$ cat config.mk
export PLATFORM = sky130hd
export DESIGN_NAME = ps2_device
export DESIGN_NICKNAME = d
export VERILOG_FILES = /design/src/rtl/ps2_pkg.sv /design/src/rtl/ps2_dev_fifo.sv /design/src/rtl/ps2_device.sv
export SDC_FILE = /design/constraint.sdc
export NUM_CORES = 1
export LEC_CHECK = 0
export BUFFER_PORTS_ARGS = -buffer_cell sky130_fd_sc_hd__buf_4
export CORE_MARGIN = 2
export CORE_UTILIZATION = 48
export DETAILED_ROUTE_END_ITERATION = 8
export REMOVE_ABC_BUFFERS = 1
export SLEW_MARGIN = 30
export SYNTH_ARGS = -nofsm -noshare
export SYNTH_HDL_FRONTEND = slang
export SYNTH_SLANG_ARGS = --single-unit
$ cat constraint.sdc
create_clock -name clk -period 2.7 [get_ports clk]
set_input_delay 0.135 -clock clk [delete_from_list [all_inputs] [get_ports clk]]
set_output_delay 0.135 -clock clk [all_outputs]
set_load 0.05 [all_outputs]
$ cat src/rtl/ps2_pkg.sv
// Shared definitions for the PS/2 device-side link.
// Holds the line FSM state type, frame constants and frame-bit helpers
// used by ps2_device.
package ps2_pkg;

  typedef enum logic [2:0] {
    IDLE,
    TX_HI,
    TX_LO,
    RX_WAIT,
    RX_HI,
    RX_LO,
    RX_ACK,
    HOLDOFF
  } ps2_state_t;

  localparam logic        PS2_START = 1'b0;
  localparam logic        PS2_STOP  = 1'b1;
  localparam int unsigned FRAME_LEN = 11;

  // Parity bit that makes the 9-bit data+parity group contain an odd number of ones.
  function automatic logic odd_parity(input logic [7:0] d);
    return ~^d;
  endfunction

  // Bit idx (0..10) of a device-to-host frame: start, data LSB first, parity, stop.
  function automatic logic frame_bit(input logic [7:0] d, input logic [3:0] idx);
    logic b;
    if (idx == 4'd0)      b = PS2_START;
    else if (idx <= 4'd8) b = d[3'(idx - 4'd1)];
    else if (idx == 4'd9) b = odd_parity(d);
    else                  b = PS2_STOP;
    return b;
  endfunction

endpackage

$ cat src/rtl/ps2_dev_fifo.sv
// Transmit byte FIFO for ps2_device: depth 2**AW x 8 bits.
// Ports: clk, reset (sync, active-high), din/push (write, dropped when full),
// pop (ignored when empty), head (registered copy of the oldest byte),
// full, empty.
module ps2_dev_fifo #(
  parameter int unsigned AW = 4
) (
  input  logic       clk,
  input  logic       reset,
  input  logic [7:0] din,
  input  logic       push,
  input  logic       pop,
  output logic [7:0] head,
  output logic       full,
  output logic       empty
);

  localparam int unsigned DEPTH = 1 << AW;

  logic [7:0]    mem [DEPTH];
  logic [AW-1:0] rd_ptr;
  logic [AW-1:0] wr_ptr;
  logic [AW:0]   count;
  logic          do_push;
  logic          do_pop;

  assign full    = (count == (AW + 1)'(DEPTH));
  assign empty   = (count == '0);
  assign do_push = push && !full;
  assign do_pop  = pop && !empty;

  always_ff @(posedge clk) begin
    if (do_push) mem[wr_ptr] <= din;
  end

  always_ff @(posedge clk) begin
    if (reset) begin
      rd_ptr <= '0;
      wr_ptr <= '0;
      count  <= '0;
      head   <= '0;
    end else begin
      if (do_push) wr_ptr <= wr_ptr + 1'b1;
      if (do_pop)  rd_ptr <= rd_ptr + 1'b1;
      case ({do_push, do_pop})
        2'b10:   count <= count + 1'b1;
        2'b01:   count <= count - 1'b1;
        default: count <= count;
      endcase
      // head tracks the next byte out: incoming byte when the FIFO is (or
      // becomes) empty, otherwise the following stored entry after a pop.
      if (do_push && (empty || (count == (AW + 1)'(1) && do_pop))) begin
        head <= din;
      end else if (do_pop && count > (AW + 1)'(1)) begin
        head <= mem[rd_ptr + 1'b1];
      end
    end
  end

endmodule

$ cat src/rtl/ps2_device.sv
// PS/2 device-side link (keyboard/mouse end) for one channel.
// Sends queued bytes as device-to-host frames on a self-generated PS/2 clock
// and receives host-to-device command bytes with ACK.
// Ports: clk, reset (sync, active-high); tx_data/tx_valid/tx_ready (byte
// queue input); rx_data/rx_valid/rx_err (received byte, 1-cycle strobe,
// error qualifier); busy (line FSM active); ps2_clk_i/ps2_data_i (lines as
// seen); ps2_clk_o/ps2_data_o (open-collector drives, 1 = release).
module ps2_device
  import ps2_pkg::*;
#(
  parameter int unsigned CLK_DIV  = 573,
  parameter int unsigned IDLE_MIN = 573,
  parameter int unsigned FIFO_AW  = 4
) (
  input  logic       clk,
  input  logic       reset,
  input  logic [7:0] tx_data,
  input  logic       tx_valid,
  output logic       tx_ready,
  output logic [7:0] rx_data,
  output logic       rx_valid,
  output logic       rx_err,
  output logic       busy,
  input  logic       ps2_clk_i,
  output logic       ps2_clk_o,
  input  logic       ps2_data_i,
  output logic       ps2_data_o
);

  localparam int unsigned DIV_W  = $clog2(2 * CLK_DIV + 1);
  localparam int unsigned IDLE_W = $clog2(IDLE_MIN + 1);
  localparam logic [DIV_W-1:0] HALF_LAST = DIV_W'(CLK_DIV - 1);
  localparam logic [DIV_W-1:0] FULL_LAST = DIV_W'(2 * CLK_DIV - 1);
  localparam logic [3:0]       TX_LAST   = 4'(FRAME_LEN - 1);
  localparam logic [3:0]       RX_LAST   = 4'd9;

  ps2_state_t        state;
  logic [1:0]        clk_sync;
  logic [1:0]        data_sync;
  logic              clk_s;
  logic              data_s;
  logic [IDLE_W-1:0] idle_cnt;
  logic              idle_ok;
  logic [1:0]        rts_cnt;
  logic              rts;
  logic [DIV_W-1:0]  div_cnt;
  logic              div_done;
  logic [3:0]        bit_idx;
  logic [9:0]        rx_sh;
  logic [9:0]        rx_next;
  logic              rx_pend;
  logic              pend_err;
  logic [7:0]        head;
  logic              fifo_full;
  logic              fifo_empty;
  logic              fifo_pop;

  ps2_dev_fifo #(.AW(FIFO_AW)) u_fifo (
    .clk   (clk),
    .reset (reset),
    .din   (tx_data),
    .push  (tx_valid),
    .pop   (fifo_pop),
    .head  (head),
    .full  (fifo_full),
    .empty (fifo_empty)
  );

  assign tx_ready = !fifo_full;
  assign busy     = (state != IDLE);
  assign clk_s    = clk_sync[1];
  assign data_s   = data_sync[1];
  assign idle_ok  = (idle_cnt == IDLE_W'(IDLE_MIN));
  assign div_done = (div_cnt == HALF_LAST);
  assign fifo_pop = (state == TX_LO) && div_done && (bit_idx == TX_LAST);
  assign rx_next  = {data_s, rx_sh[9:1]};
  // Three consecutive synced-low cycles: data released just after an aborted
  // transmit can still read low for two cycles and must not look like RTS.
  assign rts      = (state == IDLE) && !clk_s && !data_s && (rts_cnt == 2'd2);

  always_ff @(posedge clk) begin
    if (reset) begin
      clk_sync  <= '1;
      data_sync <= '1;
      idle_cnt  <= '0;
      rts_cnt   <= '0;
    end else begin
      clk_sync  <= {clk_sync[0], ps2_clk_i};
      data_sync <= {data_sync[0], ps2_data_i};
      if (clk_s && data_s) begin
        if (!idle_ok) idle_cnt <= idle_cnt + 1'b1;
      end else begin
        idle_cnt <= '0;
      end
      if (state == IDLE && !clk_s && !data_s) begin
        if (rts_cnt != 2'd2) rts_cnt <= rts_cnt + 1'b1;
      end else begin
        rts_cnt <= '0;
      end
    end
  end

  always_ff @(posedge clk) begin
    if (reset) begin
      state      <= IDLE;
      ps2_clk_o  <= 1'b1;
      ps2_data_o <= 1'b1;
      div_cnt    <= '0;
      bit_idx    <= '0;
      rx_sh      <= '0;
      rx_pend    <= 1'b0;
      pend_err   <= 1'b0;
      rx_valid   <= 1'b0;
      rx_err     <= 1'b0;
      rx_data    <= '0;
    end else begin
      rx_valid <= rx_pend;
      rx_pend  <= 1'b0;
      if (rx_pend) begin
        rx_data <= rx_sh[7:0];
        rx_err  <= pend_err;
      end
      div_cnt <= div_cnt + 1'b1;
      case (state)
        IDLE: begin
          ps2_clk_o  <= 1'b1;
          ps2_data_o <= 1'b1;
          div_cnt    <= '0;
          bit_idx    <= '0;
          if (rts) begin
            state <= RX_WAIT;
          end else if (!fifo_empty && idle_ok) begin
            state      <= TX_HI;
            ps2_data_o <= frame_bit(head, 4'd0);
          end
        end
        TX_HI: begin
          // Our own clock release takes two cycles to reach clk_s, so a low
          // seen in the first two cycles of the high phase is not an inhibit.
          if (!clk_s && div_cnt >= DIV_W'(2) && bit_idx < TX_LAST) begin
            state      <= IDLE;
            ps2_clk_o  <= 1'b1;
            ps2_data_o <= 1'b1;
            div_cnt    <= '0;
          end else if (div_done) begin
            state     <= TX_LO;
            ps2_clk_o <= 1'b0;
            div_cnt   <= '0;
          end
        end
        TX_LO: begin
          if (div_done) begin
            div_cnt   <= '0;
            ps2_clk_o <= 1'b1;
            if (bit_idx == TX_LAST) begin
              state      <= HOLDOFF;
              ps2_data_o <= 1'b1;
            end else begin
              state      <= TX_HI;
              bit_idx    <= bit_idx + 4'd1;
              ps2_data_o <= frame_bit(head, bit_idx + 4'd1);
            end
          end
        end
        RX_WAIT: begin
          div_cnt <= '0;
          if (clk_s) begin
            state     <= RX_LO;
            ps2_clk_o <= 1'b0;
            bit_idx   <= '0;
          end
        end
        RX_LO: begin
          if (div_done) begin
            state     <= RX_HI;
            ps2_clk_o <= 1'b1;
            div_cnt   <= '0;
          end
        end
        RX_HI: begin
          if (div_done) begin
            div_cnt <= '0;
            rx_sh   <= rx_next;
            if (bit_idx == RX_LAST) begin
              if (data_s == PS2_STOP) begin
                state      <= RX_ACK;
                ps2_data_o <= 1'b0;
              end else begin
                state    <= HOLDOFF;
                rx_pend  <= 1'b1;
                pend_err <= 1'b1;
              end
            end else begin
              state     <= RX_LO;
              ps2_clk_o <= 1'b0;
              bit_idx   <= bit_idx + 4'd1;
            end
          end
        end
        RX_ACK: begin
          if (div_cnt == HALF_LAST) ps2_clk_o <= 1'b0;
          if (div_cnt == FULL_LAST) begin
            state      <= HOLDOFF;
            ps2_clk_o  <= 1'b1;
            ps2_data_o <= 1'b1;
            div_cnt    <= '0;
            rx_pend    <= 1'b1;
            pend_err   <= (odd_parity(rx_sh[7:0]) != rx_sh[8]);
          end
        end
        HOLDOFF: begin
          ps2_clk_o  <= 1'b1;
          ps2_data_o <= 1'b1;
          if (div_done) begin
            state   <= IDLE;
            div_cnt <= '0;
          end
        end
        default: state <= IDLE;
      endcase
    end
  end

endmodule

# Yosys cells after proc, flatten, opt, wreduce, memory -nomap -nowiden
# Memory sizes are Yosys's and may differ from the RTL's.
# Index checks and enable logic that the tools add are counted.
# word_totals
register_bits	79
latch_bits	0
ramBits	128
mem_bits_ro	0
in_bits	13
memories	1
# op_classes
addsub	9
n_mul	0
div_mod_pow	0
order_cmp	5
n_eq_ne	35
n_shift	0
n_mux	62
bitwise_logic	2
n_reduce_logical	42
# mem_list
memory	depth	width	rd	rd_clocked_by_memory_dff	wr	line_no	source
u_fifo.mem	16	8	1	0	1	ps2_dev_fifo.sv:20	logic [7:0] mem [DEPTH];
# op_table
op	count
one-hot mux 11 bit (4 select lines)	1
two-way mux 3 bit	12
two-way mux 11 bit	3
two-way mux 1 bit	31
inequality test 2 bit (second input constant)	13
one-hot mux 3 bit (8 select lines)	1
two-way mux 4 bit	5
two-way mux 8 bit	2
one-hot mux 4 bit (4 select lines)	1
XNOR reduction 8 bit	2
logical AND 1 bit	14
adder 4 x 1 -> 4 bit (second input constant)	3
== test 3 bit (second input constant)	4
== test 4 bit (second input constant)	3
one-hot mux 1 bit (6 select lines)	2
adder 11 x 1 -> 11 bit (second input constant)	1
== test 11 x 10 -> 1 bit (second input constant)	1
== test 11 bit (second input constant)	1
>= comparator 11 x 2 -> 1 bit (second input constant)	1
adder 10 x 1 -> 10 bit (second input constant)	1
== test 10 bit (second input constant)	1
one-hot mux 5 bit (2 select lines)	1
OR reduction 2 bit	5
AND reduction 8 bit	1
36 further kinds	45

# Depth between registers and ports, before layout
# depth
ltp_word	9
depth_mapped	12

# Cells and area by module
# Synthesis repeated with hierarchy kept, for this count alone.
# unflattened
cells_unflattened	755
hier_area_um2	9356.5
# by_module_without_submodules
mod	n_inst	cells_each	area_each_um2
ps2_dev_fifo	1	389	6253.5
ps2_device	1	366	3103.0

# Worst setup path before layout
# OpenSTA, ideal clock, no wires.
# synth_timing
path_kind	flip-flop to flip-flop
start	reg u_fifo.count[0]
end	mem u_fifo.mem[3][0] (enable)
setup_time_ns	0.383
arrival_ns	2.361
required_time_ns	2.317
path_slack_ns	-0.045
stages_incl_launch_ff	8
synth_period_minus_slack_ns	2.745
path_cell_list	dfxtp_1 > inv_1 > ha_1 > nand3_1 > and2_1 > clkbuf_1 > nand2_1 > nor3_1
# synth_between
elab_chain_cells	5
# synth_rtl
element	line_no	source
start: declaration	ps2_dev_fifo.sv:23	logic [AW:0] count;
start signal: assignment	ps2_dev_fifo.sv:46	2'b10: count <= count + 1'b1;
start signal: assignment	ps2_dev_fifo.sv:47	2'b01: count <= count - 1'b1;
start signal: assignment	ps2_dev_fifo.sv:48	default: count <= count;
== test 5 bit	ps2_dev_fifo.sv:27	assign full = (count == (AW + 1)'(DEPTH));
logical NOT 1 bit	-	
named net tx_ready	ps2_device.sv:19	output logic tx_ready,
logical AND 1 bit	ps2_dev_fifo.sv:29	assign do_push = push && !full;
two-way mux 1 bit	ps2_dev_fifo.sv:33	if (do_push) mem[wr_ptr] <= din;
two-way mux 1 bit (not written as such)	ps2_dev_fifo.sv:33	
end: declaration	ps2_dev_fifo.sv:20	
# The timed path passes the listed nets, and every way through them passes these cells.

# Final worst setup path
# layout_timing
start	reg u_fifo.rd_ptr[1]
end	reg u_fifo.head[7]
# layout_between
elab_chain_cells	4
# layout_rtl
element	line_no	source
start: declaration	ps2_dev_fifo.sv:21	logic [AW-1:0] rd_ptr;
start signal: assignment	ps2_dev_fifo.sv:44	if (do_pop) rd_ptr <= rd_ptr + 1'b1;
adder 4 x 1 -> 4 bit	ps2_dev_fifo.sv:55	head <= mem[rd_ptr + 1'b1];
memory read (16 x 8 bit)	-	
two-way mux 8 bit	ps2_dev_fifo.sv:54	end else if (do_pop && count > (AW + 1)'(1)) begin
two-way mux 8 bit	ps2_dev_fifo.sv:52	if (do_push && (empty || (count == (AW + 1)'(1) && do_pop))) begin
end signal: assignment	ps2_dev_fifo.sv:53	head <= din;
end signal: assignment	ps2_dev_fifo.sv:55	
end: declaration	ps2_dev_fifo.sv:13	output logic [7:0] head,
# Every way passes these cells. The select of a mux whose other input is x is not followed.
# A chain may end at the register's enable or synchronous reset.

==> qor.yml <==
routing:
  firstDrtPassIters: 4
  ant_nets: 0
  wl_per_cell_um: 18.36
  initialDrtViolationCount: 284
  drc: 0
  wirelength_mm: 18.62
  vias: 5567
  routed_via_density: 5.490
layout:
  drive_above_1_share_pct: 18.72
  area_growth_pct: 16.16
  finalCoreUtilization_pct: 56.34
  diodes: 0
  nets: 797
  final_area_um2: 10470
  final_cells: 1014
grt:
  grt_overflow: 0
  grt_pass1_wl_mm: 30.15
  antenna_found_initial: 0
  grtUsageTotal_pct: 19.30
  grt_pass1_vias: 5651
  grt_max_degree: 52
worst_setup_path:
  arrival_ns: 2.79
  crit_slowest_cell: "ha_1"
  worstPathCellList: "ha_1 -> mux4_2 -> mux2_2 -> o21ai_0 -> o21ai_0"
  critPathTopFamily: "adder cells"
  path_class: "reg2reg"
  crit_path_end_kind: "flop"
  cpPeakStageDelay_ns: 0.82
  crit_buf_inv: 0
  cp-start-kind: "flop"
  cp_common_cell: "o21ai_0"
  crit_required_ns: 3.09
  critPathMaxFanout: 18
synthesis:
  ys_ff_latch: 207
  synth_edf_count: 128
  synthCells: 704
  avgSynthCellArea_um2: 12.80
  ys_top_cells_by_count: "edfxtp_1 (128), nor2_1 (80), dfxtp_1 (79), nand2_1 (49), mux4_2 (34)"
  synth_top_area_share_pct: 42.65
  yosysTopAreaCell: "edfxtp_1"
  synth.area.top_cells: "edfxtp_1 (43%), dfxtp_1 (18%), mux4_2 (8.5%)"
  synth_ff_type: "edfxtp_1"
  synth_cell_type_count: 58
  synthArstFlopShare_pct: 0
  synth_most_common_cell: "edfxtp_1"
  ys_seq_area_share_pct: 60.21
  yosys_warnings: 0
  syn_area_um2: 9011
timing:
  maxSlewHeadroom_pct: 45.19
  finalCriticalPeriod_ns: 2.407
  max_slew.worst_pin.slew_ns: 0.8221
  report.final.setup_viol: 0
  skew_ns: 0.008968
  fin_crit_sh_pct: 89.13
  layout_setup_ws_ns: 0.2934
  tns_ns: 0
  worst_hold_slack_ns: 0.08907
  hold_viol: 0
  clock.fmax_ghz: 0.4155
  rsz0062_at_grt: "no"
  slew_viol_final: 0
placement:
  place_ws_ns: 0.2488
  dp_cells: 962
  gp_congestion: 0.8417
  placed_area_um2: 9583
  dp_hpwl_mm: 12.39
  numPortBuffers: 26
clock_tree:
  tritoncts: "built"
  cts_hold_buf: 10
  post-cts-setup-buffers: 0
  insertion_delay_ns: 0.52
  ctsLongestPathBuffers: 3
  root_buffer: "clkbuf_16"
  cts_resized: 0
  cts-buffers-inserted: 23
  cts.sinks: 207
  path_clk_slew_ns: 0.06
  h-tree-depth: 1
hold_path:
  hp-class: "in2reg"
power_and_ir_drop:
  fin_total_pwr_mw: 7.352
  leakage_nw: 3.578
  powerDensity_nw_per_um2: 702.4
  ir_drop_v: 0.0005969
floorplanning:
  placementRows: 50
  start_util_pct: 48.50
  die_w_um: 141.0
  fp.dieH_um: 141.0
  core_area_um2: 18580
  pin_count: 27
  dieArea_um2: 19890
flow_run:
  drv_cap: 0
run_status:
  status: "finished clean"
==> sequential cells by signal, indices dropped and copies added, names as in the netlist <==
| name | flops |
|---|---|
| pend_err | 1 |
| rx_valid | 1 |
| clk_sync | 2 |
| rts_cnt | 2 |
| ps2_data_o | 1 |
| u_fifo.rd_ptr | 4 |
| u_fifo.head | 8 |
| rx_err | 1 |
| rx_data | 8 |
| ps2_clk_o | 1 |
| state | 3 |
| rx_pend | 1 |
| u_fifo.mem | 128 |
| rx_sh | 10 |
| bit_idx | 4 |
| data_sync | 2 |
| u_fifo.wr_ptr | 4 |
| u_fifo.count | 5 |
| idle_cnt | 10 |
| div_cnt | 11 |
==> path summary, 6_finish.rpt <==
check             cells after the start        endpoint        startpoint  slack, ns
setup / recovery                      5  u_fifo.head[7]  u_fifo.rd_ptr[1]       0.29
hold / removal                        2        state[0]             reset       0.09
setup reg to reg                      5  u_fifo.head[7]  u_fifo.rd_ptr[1]       0.29
hold reg to reg                       1     clk_sync[1]       clk_sync[0]       0.41
==> worst register-to-register path, cell delays in order (launching register included) <==
cell	delay, ns
dfxtp_1	0.32
ha_1	0.82
mux4_2	0.43
mux2_2	0.28
o21ai_0	0.30
o21ai_0	0.13
==> cells in the final DEF, fill, tap and decap left out, drive strengths merged, types with 2 or more instances in the layout <==
master	netlist	routed
a211oi	12	12
a21oi	30	30
a22oi	8	8
a31oi	5	5
and2	3	3
and3	8	8
and4	3	3
and4bb	2	2
buf	11	53
clkbuf	18	34
clkinv	1	6
dfxtp	79	79
dlygate4sd3	0	10
edfxtp	128	128
ha	21	21
inv	20	21
mux2	9	9
mux2i	10	10
mux4	34	34
nand2	49	49
nand2b	5	5
nand3	25	25
nand3b	2	2
nand4	7	7
nand4b	2	2
nor2	80	80
nor2b	12	12
nor3	13	13
nor4	5	5
o21ai	30	30
o22ai	2	2
or2	4	4
or3	2	2
or4	2	2
xnor2	27	27
xor2	19	19
==> power breakdown <==
part | switching (mW) | leakage [nW] | internal [mW]
clock network | 1.26 | 0.384 | 1.90
registers | 0.0758 | 1.80 | 3.42
logic | 0.425 | 1.40 | 0.257
total | 1.77 | 3.58 | 5.59
==> routing by layer <==
layer / global-route usage, % / wire, um
met4: 5.263 / 463
met2: 32.94 / 9043
met5: 0 / 0
met1: 26.12 / 8388
met3: 2.717 / 725
==> area by class of cell <==
class	count	area, um2
well taps	234	292.8
fillers	1521	8113
repair buffers	63	498.0
clock inverters	8	85.08
inverters	21	78.83
clock buffers	34	699.4
flip-flops and latches	207	5426
multi-input cells	447	3387
==> cells by family (layout without fill, tap and decap cells) <==
kind of cell | after synthesis | in the layout | synth area share (%)
and+or+nand+nor | 227 | 227 | 12.26
muxes | 53 | 53 | 10.77
adders and majority gates | 21 | 21 | 2.916
xor gates and xnor gates | 46 | 46 | 4.471
buffers and inverters | 50 | 126 | 2.291
AOI/OAI and AO/OA | 100 | 100 | 7.082
DFF | 207 | 207 | 60.21
(Power assumes the default switching activity.)
